===== config.mk =====
export PLATFORM = sky130hd
export DESIGN_NAME = med_reminder_ctrl
export DESIGN_NICKNAME = d
export VERILOG_FILES = /design/src/rtl/med_reminder_pkg.sv /design/src/rtl/med_reminder_min_timebase.sv /design/src/rtl/med_reminder_ctrl.sv
export SDC_FILE = /design/constraint.sdc
export NUM_CORES = 1
export LEC_CHECK = 0
export ABC_CLOCK_PERIOD_IN_PS = 2580
export CAP_MARGIN = 20
export CORE_MARGIN = 5
export CORE_UTILIZATION = 54
export DETAILED_ROUTE_END_ITERATION = 10
export PLACE_DENSITY_LB_ADDON = 0.25
export SYNTH_ARGS = -nofsm -noshare
export SYNTH_HDL_FRONTEND = slang
export SYNTH_SLANG_ARGS = --single-unit

===== constraint.sdc =====
create_clock -name Clk -period 2.58 [get_ports Clk]
set_clock_uncertainty 0.2 [all_clocks]
set_input_delay 0.387 -clock Clk [delete_from_list [all_inputs] [get_ports Clk]]
set_output_delay 0.387 -clock Clk [all_outputs]
set_load 0.03 [all_outputs]

===== src/rtl/med_reminder_pkg.sv =====
// Shared state encoding and width defaults for the medicine reminder scheduler.
package med_reminder_pkg;

  typedef enum logic [1:0] {
    S_RUN   = 2'd0,
    S_SET   = 2'd1,
    S_ALARM = 2'd2
  } state_e;

  localparam int MIN_W_DFLT    = 8;
  localparam int MISSED_W_DFLT = 4;

endpackage


===== src/rtl/med_reminder_min_timebase.sv =====
// Seconds prescaler: turns Tick_1s pulses into a one-cycle minute strobe.
// Clear forces the second count back to zero and suppresses the strobe.
module min_timebase #(
  parameter int SEC_PER_MIN = 60
) (
  input  logic Clk,
  input  logic Rst,
  input  logic Tick_1s,
  input  logic clr,
  output logic min_tick
);

  localparam int SEC_W = (SEC_PER_MIN > 1) ? $clog2(SEC_PER_MIN) : 1;
  localparam logic [SEC_W-1:0] SEC_LAST = SEC_W'(SEC_PER_MIN - 1);
  localparam logic [SEC_W-1:0] SEC_ONE  = SEC_W'(1);

  logic [SEC_W-1:0] sec_cnt_q, sec_cnt_d;

  // Strobe on the last second of each minute; a clear takes priority.
  always_comb begin
    min_tick  = Tick_1s && !clr && (sec_cnt_q == SEC_LAST);
    sec_cnt_d = sec_cnt_q;
    if (clr)           sec_cnt_d = '0;
    else if (min_tick) sec_cnt_d = '0;
    else if (Tick_1s)  sec_cnt_d = sec_cnt_q + SEC_ONE;
  end

  // Second counter register.
  always_ff @(posedge Clk) begin
    if (!Rst) sec_cnt_q <= '0;
    else      sec_cnt_q <= sec_cnt_d;
  end

endmodule


===== src/rtl/med_reminder_ctrl.sv =====
// Dose-reminder scheduler: counts down a programmable interval in minutes,
// raises Alarm at expiry, handles acknowledge, alarm timeout (missed dose)
// and interval programming.
// Optional feature macro: SNOOZE_EN (BtnInc in alarm snoozes for SNOOZE_MIN).
module med_reminder_ctrl
  import med_reminder_pkg::*;
#(
  parameter int MIN_W            = MIN_W_DFLT,
  parameter int MISSED_W         = MISSED_W_DFLT,
  parameter int SEC_PER_MIN      = 60,
  parameter int DEFAULT_INTERVAL = 240,
  parameter int ALARM_TIMEOUT    = 30,
  parameter int SNOOZE_MIN       = 5
) (
  input  logic                Clk,
  input  logic                Rst,
  input  logic                Tick_1s,
  input  logic                BtnMode,
  input  logic                BtnInc,
  input  logic                BtnAck,
  output logic                Alarm,
  output logic                SetMode,
  output logic [MIN_W-1:0]    Interval,
  output logic [MIN_W-1:0]    Countdown,
  output logic [MISSED_W-1:0] MissedCount,
  output logic [1:0]          State
);

  localparam logic [MIN_W-1:0]    ONE_MIN     = MIN_W'(1);
  localparam logic [MIN_W-1:0]    DFLT_IV     = MIN_W'(DEFAULT_INTERVAL);
  localparam logic [MIN_W-1:0]    TIMEOUT_M1  = MIN_W'(ALARM_TIMEOUT - 1);
  localparam logic [MISSED_W-1:0] MISSED_ONE  = MISSED_W'(1);

  state_e                state_q, state_d;
  logic [MIN_W-1:0]      interval_q, interval_d;
  logic [MIN_W-1:0]      countdown_q, countdown_d;
  logic [MIN_W-1:0]      alarm_min_q, alarm_min_d;
  logic [MISSED_W-1:0]   missed_q, missed_d;
  logic                  alarm_q, alarm_d;
  logic                  setmode_q, setmode_d;
  logic                  sec_clr;
  logic                  min_tick;
  logic                  snooze;

`ifdef SNOOZE_EN
  localparam logic [MIN_W-1:0] SNOOZE_CD = MIN_W'(SNOOZE_MIN);
  assign snooze = BtnInc;
`else
  // Snooze length only matters when snoozing is built in.
  logic unused_snooze;
  assign unused_snooze = ^MIN_W'(SNOOZE_MIN);
  assign snooze = 1'b0;
`endif

  // Second count is restarted whenever the minute phase must realign:
  // throughout set mode, on entering it, on leaving an alarm by button,
  // and on recovery from an illegal state.
  always_comb begin
    sec_clr = 1'b0;
    case (state_q)
      S_RUN:   sec_clr = BtnMode;
      S_SET:   sec_clr = 1'b1;
      S_ALARM: sec_clr = BtnAck | snooze;
      default: sec_clr = 1'b1;
    endcase
  end

  min_timebase #(
    .SEC_PER_MIN (SEC_PER_MIN)
  ) u_timebase (
    .Clk      (Clk),
    .Rst      (Rst),
    .Tick_1s  (Tick_1s),
    .clr      (sec_clr),
    .min_tick (min_tick)
  );

  // Next-state and datapath: one priority chain per state.
  always_comb begin
    state_d     = state_q;
    interval_d  = interval_q;
    countdown_d = countdown_q;
    alarm_min_d = alarm_min_q;
    missed_d    = missed_q;
    case (state_q)
      S_RUN: begin
        if (BtnMode) begin
          state_d = S_SET;
        end else if (min_tick) begin
          if (countdown_q <= ONE_MIN) begin
            countdown_d = '0;
            alarm_min_d = '0;
            state_d     = S_ALARM;
          end else begin
            countdown_d = countdown_q - ONE_MIN;
          end
        end
      end
      S_SET: begin
        if (BtnMode) begin
          state_d     = S_RUN;
          countdown_d = interval_q;
        end else if (BtnInc) begin
          // Interval never becomes 0: all-ones wraps to 1.
          interval_d = (&interval_q) ? ONE_MIN : interval_q + ONE_MIN;
        end
      end
      S_ALARM: begin
        if (BtnAck) begin
          state_d     = S_RUN;
          countdown_d = interval_q;
`ifdef SNOOZE_EN
        end else if (BtnInc) begin
          state_d     = S_RUN;
          countdown_d = SNOOZE_CD;
`endif
        end else if (min_tick) begin
          alarm_min_d = alarm_min_q + ONE_MIN;
          if (alarm_min_q >= TIMEOUT_M1) begin
            state_d     = S_RUN;
            countdown_d = interval_q;
            missed_d    = (&missed_q) ? missed_q : missed_q + MISSED_ONE;
          end
        end
      end
      default: begin
        state_d     = S_RUN;
        countdown_d = interval_q;
      end
    endcase
    alarm_d   = (state_d == S_ALARM);
    setmode_d = (state_d == S_SET);
  end

  // State and datapath registers.
  always_ff @(posedge Clk) begin
    if (!Rst) begin
      state_q     <= S_RUN;
      interval_q  <= DFLT_IV;
      countdown_q <= DFLT_IV;
      alarm_min_q <= '0;
      missed_q    <= '0;
      alarm_q     <= 1'b0;
      setmode_q   <= 1'b0;
    end else begin
      state_q     <= state_d;
      interval_q  <= interval_d;
      countdown_q <= countdown_d;
      alarm_min_q <= alarm_min_d;
      missed_q    <= missed_d;
      alarm_q     <= alarm_d;
      setmode_q   <= setmode_d;
    end
  end

  assign Alarm       = alarm_q;
  assign SetMode     = setmode_q;
  assign Interval    = interval_q;
  assign Countdown   = countdown_q;
  assign MissedCount = missed_q;
  assign State       = state_q;

endmodule


Yosys cells after proc, flatten, opt, wreduce, memory -nomap -nowiden
Index checks and enable logic that the tools add are counted.

Add/sub/neg operators: 5. Order comparisons: 2. Eq/ne operators: 13. Multiplexer cells: 24. Bitwise gates (word level): 4. Reduce and logical (&&, ||, !) cells: 12.

Operator list (count): $mux 8 (13); $pmux 8 s3 (1); $add 8x1->8 const B (2); $pmux 8 s2 (1); $mux 2 (7); $ne 2x2->1 const B (6); $reduce_and 5->1 (2); $ge 8x5->1 const B (1); $le 8x1->1 const B (1); $reduce_and 8->1 (1); $sub 8x1->8 const B (1); $add 6x1->6 const B (1); $eq 6x6->1 const B (1); $ne 3x3->1 const B (2); $pmux 2 s3 (1); $reduce_and 6->1 (1); $add 4x1->4 const B (1); $eq 2x1->1 const B (2); $eq 2x2->1 const B (2); $not 1->1 (4); $reduce_and 4->1 (1); $reduce_and 3->1 (1); $reduce_or 3->1 (1); $logic_and 1x1->1 (2); 4 further kinds (4).

Flip-flop bits (word level): 38. Bits of input ports: 6. Output and inout port bits: 24. Word-level logic and storage cells: 68.

Logic depth before layout (Yosys ltp)
Gate-level depths: netlist of run 1.

Depth in word-level cells: 9. Gate-level depth with buffers: 7. Gate-level depth less buffers: 7.

Cells and area by module
A second synthesis of run 1 with hierarchy kept.

Cells, all modules: 240. Area, all modules: 2052.0 µm².

Modules (own cells, without submodules): med_reminder_ctrl (times used 1, cells each 209, area an instance 1761.7 µm², sequential area each 640.6 µm²); min_timebase (times used 1, cells each 31, area an instance 290.3 µm², sequential area each 120.1 µm²).

Worst setup path after synthesis of run 1
No wires, ideal clock.

Kind: register to register. From: reg countdown_q[0], in the netlist Countdown[0]. To: reg countdown_q[5], in the netlist Countdown[5]. Library setup time: 60 ps. Arrival time: 1939 ps. Data required time: 2320 ps. Setup slack: 382 ps. Stages on the path, launching flop included: 8. Buffers on the path: 0. Clock period less this slack: 2198 ps. Cell sequence: dfxtp_1 > inv_1 > ha_1 > nor2_1 > nor3_1 > or4_1 > o21ai_1 > a221o_1.

Cells in the longest elaborated chain, start to end: 5. Elaborated cells between the ends (all ways): 6. Classes of those cells: 1 x add/sub; 1 x order compare; 4 x mux.

RTL lines: from (decl) (line med_reminder_ctrl.sv:36) `logic [MIN_W-1:0] countdown_q, countdown_d;`; from (signal assigned) (line med_reminder_ctrl.sv:148) `countdown_q <= countdown_d;`; $sub 8x1->8 or $le 8x1->1 (tied branches) (line med_reminder_ctrl.sv:95, med_reminder_ctrl.sv:90); $mux 8 * (line med_reminder_ctrl.sv:90) `if (countdown_q <= ONE_MIN) begin`; $mux 8 * (line med_reminder_ctrl.sv:89) `end else if (min_tick) begin`; $mux 8 * (line med_reminder_ctrl.sv:87) `if (BtnMode) begin`; $pmux 8 s3 * (line med_reminder_ctrl.sv:85) `case (state_q)`.

Mark *: on every way between the ends. The rest lies on a longest branch, timed or not. The select of a mux whose other input is x is not followed. A chain may end at the register's enable or synchronous reset.

Final worst setup path of run 1
From: reg state_q[1], in the netlist State[1]. To: reg alarm_min_q[7].

Cells in the longest elaborated chain, start to end: 7. Elaborated cells between the ends (all ways): 14. Classes of those cells: 6 x eq/ne; 2 x mux; 6 x reduce/logical.

RTL lines: from (decl) (line med_reminder_ctrl.sv:34) `state_e state_q, state_d;`; from (signal assigned) (line med_reminder_ctrl.sv:146) `state_q <= state_d;`; $eq 2x2->1 or $logic_not 2->1 (tied branches) (line med_reminder_ctrl.sv:60, med_reminder_ctrl.sv:85); $pmux 1 s2 (line med_reminder_ctrl.sv:60) `case (state_q)`; $logic_not 1->1 (line med_reminder_min_timebase.sv:21) `min_tick = Tick_1s && !clr && (sec_cnt_q == SEC_LAST);`; $logic_and 1x1->1 (2 in a row) (line med_reminder_min_timebase.sv:21); $ne 2x2->1 (no source line); $reduce_and 6->1 (no source line); to (signal assigned) (line med_reminder_ctrl.sv:149) `alarm_min_q <= alarm_min_d;`; to (decl) (line med_reminder_ctrl.sv:37) `logic [MIN_W-1:0] alarm_min_q, alarm_min_d;`.

Several ways; a longest one is shown, not always the timed one.

==> metrics.txt, run 1 <==
clk_lat worst skew=0.30 ns; crit-path max FO=14; CTS max path bufs=2; TritonRoute pass-1 iters=4; minimum clock period=2.35 ns; cells on worst reg2reg path=5; Total Die Area=0.00514 mm²; drt first-iter violations=117; VDD IR max=364 µV; first-pass GRT wire length=7.60 mm; DR vias=1817; Setup Crit Path Kind=register to register; die width=71.7 µm; Slew @ Worst Pin=0.557 ns; Warnings, synthesis=0; mean area per synthesized cell=8.68 µm²; CP Launch Point=State[1]; WL/cell=13.7 µm; Post-CTS Repair Setup Buffers=0; Post-synth ARST share=0%; commonest non-fill, non-tap cell in the layout=dfxtp_1; crit share post-route=91.0%; antenna cells=0; Final Non-Filler Cells=319; vias in the first global route=1714; clk slew on worst S/H paths=0.08 ns; Post-synth EDFFs=0; placed wire-length estimate=3.22 mm; most frequent cells in the layout=dfxtp_1, nor2_1, clkdlybuf4s50_1; Worst EP arrival=2.33 ns; synthesized flop and latch total=38; Yosys cell types=53; Port Buffers=29; Core Area=0.00369 mm²; FF-to-FF End=alarm_min_q[7]; Mapped Cells=237; share of layout cells above drive strength 1=10.3%; Sink Count=38; Pwr per Cell Area=518 mW/mm²; GR Util All Layers=18.2%; starting density of the core=55.8%; Layout Nets=284; FF-to-FF Start=State[1]; Routed Antenna Nets=0; Layout area overhead=22.1%; TritonCTS clock tree=done; max_cap viols=0; grt ovf=0; pin count of the biggest net entering global routing=17; Max Freq=0.426 GHz; # IOs=30; multi-input logic area=0.00123 mm²; outcome=finished, final reports clean; reg-to-reg slack, setup=0.23 ns; Site Rows=22; syn_nets=251; HP Class=register to register; Hold Violations, Final=0; end point of the critical path=alarm_min_q[7]; Fin Setup TNS=0 ns; antenna violations before repair=0; CTS H-tree lvls=2; WP data required=2.56 ns; Inst Count DP=311; RSZ-0062 raised after global routing=false; synthesized area=0.00206 mm²; CTS buffer count=5; die height=71.7 µm; Final setup viols=0; LEAKAGE=0.860 nW; routability cong.=0.883; CTS root buffer=clkbuf_8; Most used DFF post-synth=dfxtp_1; CP endpoint kind=register; post_cts resized=0; register area share after synthesis=37.0%; Hold-fix buffers, CTS=0; # fillers=304; Relative slew margins=62.8%; crit path launch type=register; routed wire length=4.37 mm; Seq. cell area=761 µm²; residual DRC count=0; post-DR vias/cell=5.70; Final Slew Violations=0
-- metrics by stage --
stage,hold WS (ns),area [µm²],utilization (%),setup WS (ns),power (mW)
after floorplan,0.283,2060,-,0.382,0.746
after global placement,0.294,2400,65.0,0.274,0.794
after detailed placement,0.317,2400,65.0,0.124,0.796
after CTS,0.323,2510,68.1,0.219,1.30
after global routing,0.360,2510,68.1,0.0456,1.35
final,0.319,2510,68.1,0.231,1.30
-- sequential cells by signal, summed over array words and instances (netlist names) --
name,flops
Countdown,8
Interval,8
alarm_min_q,8
u_timebase.sec_cnt_q,6
MissedCount,4
State,2
Alarm,1
SetMode,1
-- Yosys cell counts (all sizes together), types with 5 or more instances --
library cell	count	area share [%]
dfxtp	38	37
nor2	35	7.3
nand2	17	3.1
o21ai	16	4.1
nor3	11	2.9
xnor2	11	4.7
a21oi	10	2.4
nand3	9	2.2
ha	8	4.9
xor2	8	3.4
a211oi	7	2.6
buf	6	1.9
nand4	6	1.8
inv	5	0.91
mux2i	5	2.4
-- metal layers --
metal	vias up	wire length, µm	GRT usage, %
met5	-	0	0
met4	0	72	7.10
met3	10	192	3.65
met2	38	2160	31.1
met1	850	1940	22.3
li1	919	-	-
-- cell families (layout without fill, tap and decap cells) --
kind of cell,count (synthesis),in the layout,share of synthesized area (%)
AOI/OAI and AO/OA,46,46,15.5
adders and majority gates,8,8,4.87
buffers and inverters,14,48,3.35
and+or+nand+nor,107,107,28.8
xor gates and xnor gates,19,19,8.09
muxes,5,5,2.43
DFF,38,38,37.0
-- power breakdown --
| group | leakage [nW] | total (mW) | switching [mW] | internal (mW) |
|---|---|---|---|---|
| clock | 0.0504 | 0.516 | 0.228 | 0.288 |
| sequential | 0.308 | 0.617 | 0.0202 | 0.597 |
| combinational | 0.502 | 0.168 | 0.0976 | 0.0705 |
-- worst max-delay path: stages (launching register included) --
cell and delay (ns):
dfxtp_1 0.68, mux2i_1 0.40, a41oi_2 0.29, nor4_1 0.43
xnor2_1 0.18, nor2_1 0.05
-- worst min path at each step --
stage / end / start / depth (start not counted)
finish: MissedCount[2] / MissedCount[2] / 2
global placement: MissedCount[2] / MissedCount[2] / 2
global route: MissedCount[2] / MissedCount[2] / 2
detailed placement: MissedCount[2] / MissedCount[2] / 2
CTS: MissedCount[2] / MissedCount[2] / 2
floorplan: alarm_min_q[1] / alarm_min_q[1] / 2
-- area by class of cell --
cell class / instances / area share, %
inverters: 6 / 0.896
flip-flops and latches: 38 / 30.3
multi-input cells: 185 / 48.9
well taps: 48 / 2.39
clock inverters: 3 / 1.79
repair buffers: 34 / 13.0
clock buffers: 5 / 2.74
(Power assumes the default switching activity.)
==> inputs of run 2 (changes only) <==
- ABC_CLOCK_PERIOD_IN_PS: 2580 -> 2400
- CORE_UTILIZATION: 54 -> 40
- clock period: 2.58 -> 2.4 ns (I/O delays scaled with it)
==> metrics.txt, run 2 (synthesis results as in run 1) <==
first-pass GRT wire length=7.36 mm (-3.1%); crit-path max FO=11 (-3); residual DRC count=0 (unchanged); placed instance area=0.00244 mm² (+1.8%); antenna violations before repair=0 (unchanged); CTS H-tree lvls=2 (unchanged); HP Class=register to register; post-place setup slack=0.104 ns (-0.0194 ns); Post-CTS Repair Setup Buffers=0 (unchanged); starting density of the core=40.8% (-15 points); routed wire length=4.40 mm (+0.76%); slack of the critical path=0.108 ns (-0.123 ns); cell family with most CP delay=buffers and inverters; die height=81.7 µm (+14%); Fin Setup TNS=0 ns (unchanged); Layout Nets=286 (+0.70%); routability cong.=0.839 (-5.0%); Final setup viols=0 (unchanged); FF-to-FF End=alarm_min_q[6]; TritonCTS clock tree=done; Relative slew margins=63.2% (+0.40 points); placed wire-length estimate=3.32 mm (+3.3%); die width=81.7 µm (+14%); cells on worst reg2reg path=7 (+2); hold path endpoint=MissedCount[2]; WP data required=1.84 ns (-0.72 ns); Hold-fix buffers, CTS=0 (unchanged); internal cell power=0.919 mW (-3.8%); Port Buffers=29 (unchanged); Max Freq=0.436 GHz; switching part of the total=26.3% (-0.26 points); CTS max path bufs=2 (unchanged); Setup Crit Path Kind=register to primary output; Seq. cell area=761 µm² (unchanged); worst hold path cell count=2 (unchanged); Slew @ Worst Pin=0.551 ns (-0.00600 ns); Flop pwr share=53.3% (+5.9 points); CP endpoint kind=primary output; clk_lat worst skew=0.29 ns (about the same); Worst EP arrival=1.73 ns (-0.60 ns); post-DR vias/cell=5.29 (-7.2%); CTS buffer count=5 (unchanged); # fillers=513 (+69%); Pwr per Cell Area=495 mW/mm² (-4.4%); logic gate share of total power=14.3% (+1.4 points); crit share post-route=95.5%; commonest non-fill, non-tap cell in the layout=dfxtp_1; Final Slew Violations=0 (unchanged); minimum clock period=2.29 ns; CTS root buffer=clkbuf_8; crit path launch type=register; antenna cells=0 (unchanged); FF-to-FF Start=Countdown[0]; hold path startpoint=MissedCount[2]; Sink Count=38 (unchanged); worst-path cell chain=clkdlybuf4s50_1; Hold Violations, Final=0 (unchanged); CP peak stage delay=0.78 ns (+0.10 ns); drt first-iter violations=72 (-38%); grt ovf=0 (unchanged); clock network fraction of total power=32.5% (-7.1 points); most frequent cells in the layout=dfxtp_1, nor2_1, clkdlybuf4s50_1; Core Area=0.00504 mm² (+37%); post-route cell area=0.00252 mm² (+0.20%); Final Non-Filler Cells=342 (+7.2%); TritonRoute pass-1 iters=4 (unchanged); Inst Count DP=335 (+7.7%); vias in the first global route=1668 (-2.7%); # IOs=30 (unchanged); WP buf/inv=1 (+1); pin count of the biggest net entering global routing=17 (unchanged); DR vias=1808 (-0.50%); Layout area overhead=22.4%; Site Rows=26 (+18%); WL/cell=12.9 µm (-6.0%); max_cap viols=0 (unchanged); post_cts resized=0 (unchanged); Total Die Area=0.00668 mm² (+30%); RSZ-0062 raised after global routing=false; outcome=finished, final reports clean; Worst path slowest cell=clkdlybuf4s50_1; GR Util All Layers=14.2% (-4.0 points); VDD IR max=307 µV (-16%); Routed Antenna Nets=0 (unchanged); share of layout cells above drive strength 1=9.93% (-0.41 points); multi-input logic area=0.00123 mm² (unchanged); reg-to-reg slack, setup=0.24 ns (about the same); net switching power=0.328 mW (-5.1%); LEAKAGE=0.858 nW (-0.21%); clk slew on worst S/H paths=0.07 ns (about the same)
==> run 2: changes by cell type in the layout (fill, tap and decap cells not counted) <==
| cell | previous run | this run |
|---|---|---|
| buf_4 | 5 | 7 |
| clkbuf_1 | 0 | 2 |
| clkinvlp_4 | 2 | 0 |
| bufinv_16 | 1 | 0 |
==> run 2: per-layer routing <==
layer	track usage, %	up-vias	wire [µm]
met1	17.1	845	2020
met3	4.06	9	198
li1	-	919	-
met5	0	-	0
met2	24.1	35	2100
met4	4.98	0	80
==> run 2: worst max path at each step <==
stage | startpoint | end | cells past startpoint
after floorplan | Countdown[0] | Countdown[5] | 7
after global placement | BtnAck | Countdown[5] | 5
after detailed placement | BtnAck | alarm_min_q[7] | 6
after CTS | State[0] | State[0] | 1
after global routing | Countdown[0] | alarm_min_q[6] | 7
final | State[0] | State[0] | 1
==> run 2: worst reg2reg max path: stages, from the launching register on <==
cell,delay (ns)
dfxtp_1,0.43
inv_1,0.08
ha_1,0.25
or2_2,0.34
a41oi_2,0.39
nor3_1,0.13
xnor2_1,0.17
nor2_1,0.05
==> run 2: stage by stage <==
stage          util, %  total power [mW]  hold WS [ns]
4_1_cts           49.9              1.27         0.318
3_3_place_gp      48.4             0.856         0.300
2_1_floorplan        -             0.802         0.283
3_5_place_dp      48.4             0.857         0.309
6_report          49.9              1.25         0.310
5_1_grt           49.9              1.32         0.364
==> run 2: area by class of cell <==
type                    instances  share of cell area [%]
multi-input cells             185                    48.8
flip-flops and latches         38                    30.2
repair buffers                 36                    13.6
well taps                      70                    3.48
clock buffers                   7                    3.03
inverters                       6                   0.895
==> run 2: power groups by stage <==
stage / combinational [mW] / sequential [mW] / clock [mW]
floorplan: 0.112 / 0.690 / 0
global placement: 0.177 / 0.679 / 0
detailed placement: 0.178 / 0.679 / 0
CTS: 0.179 / 0.664 / 0.426
global route: 0.194 / 0.666 / 0.457
finish: 0.178 / 0.664 / 0.405
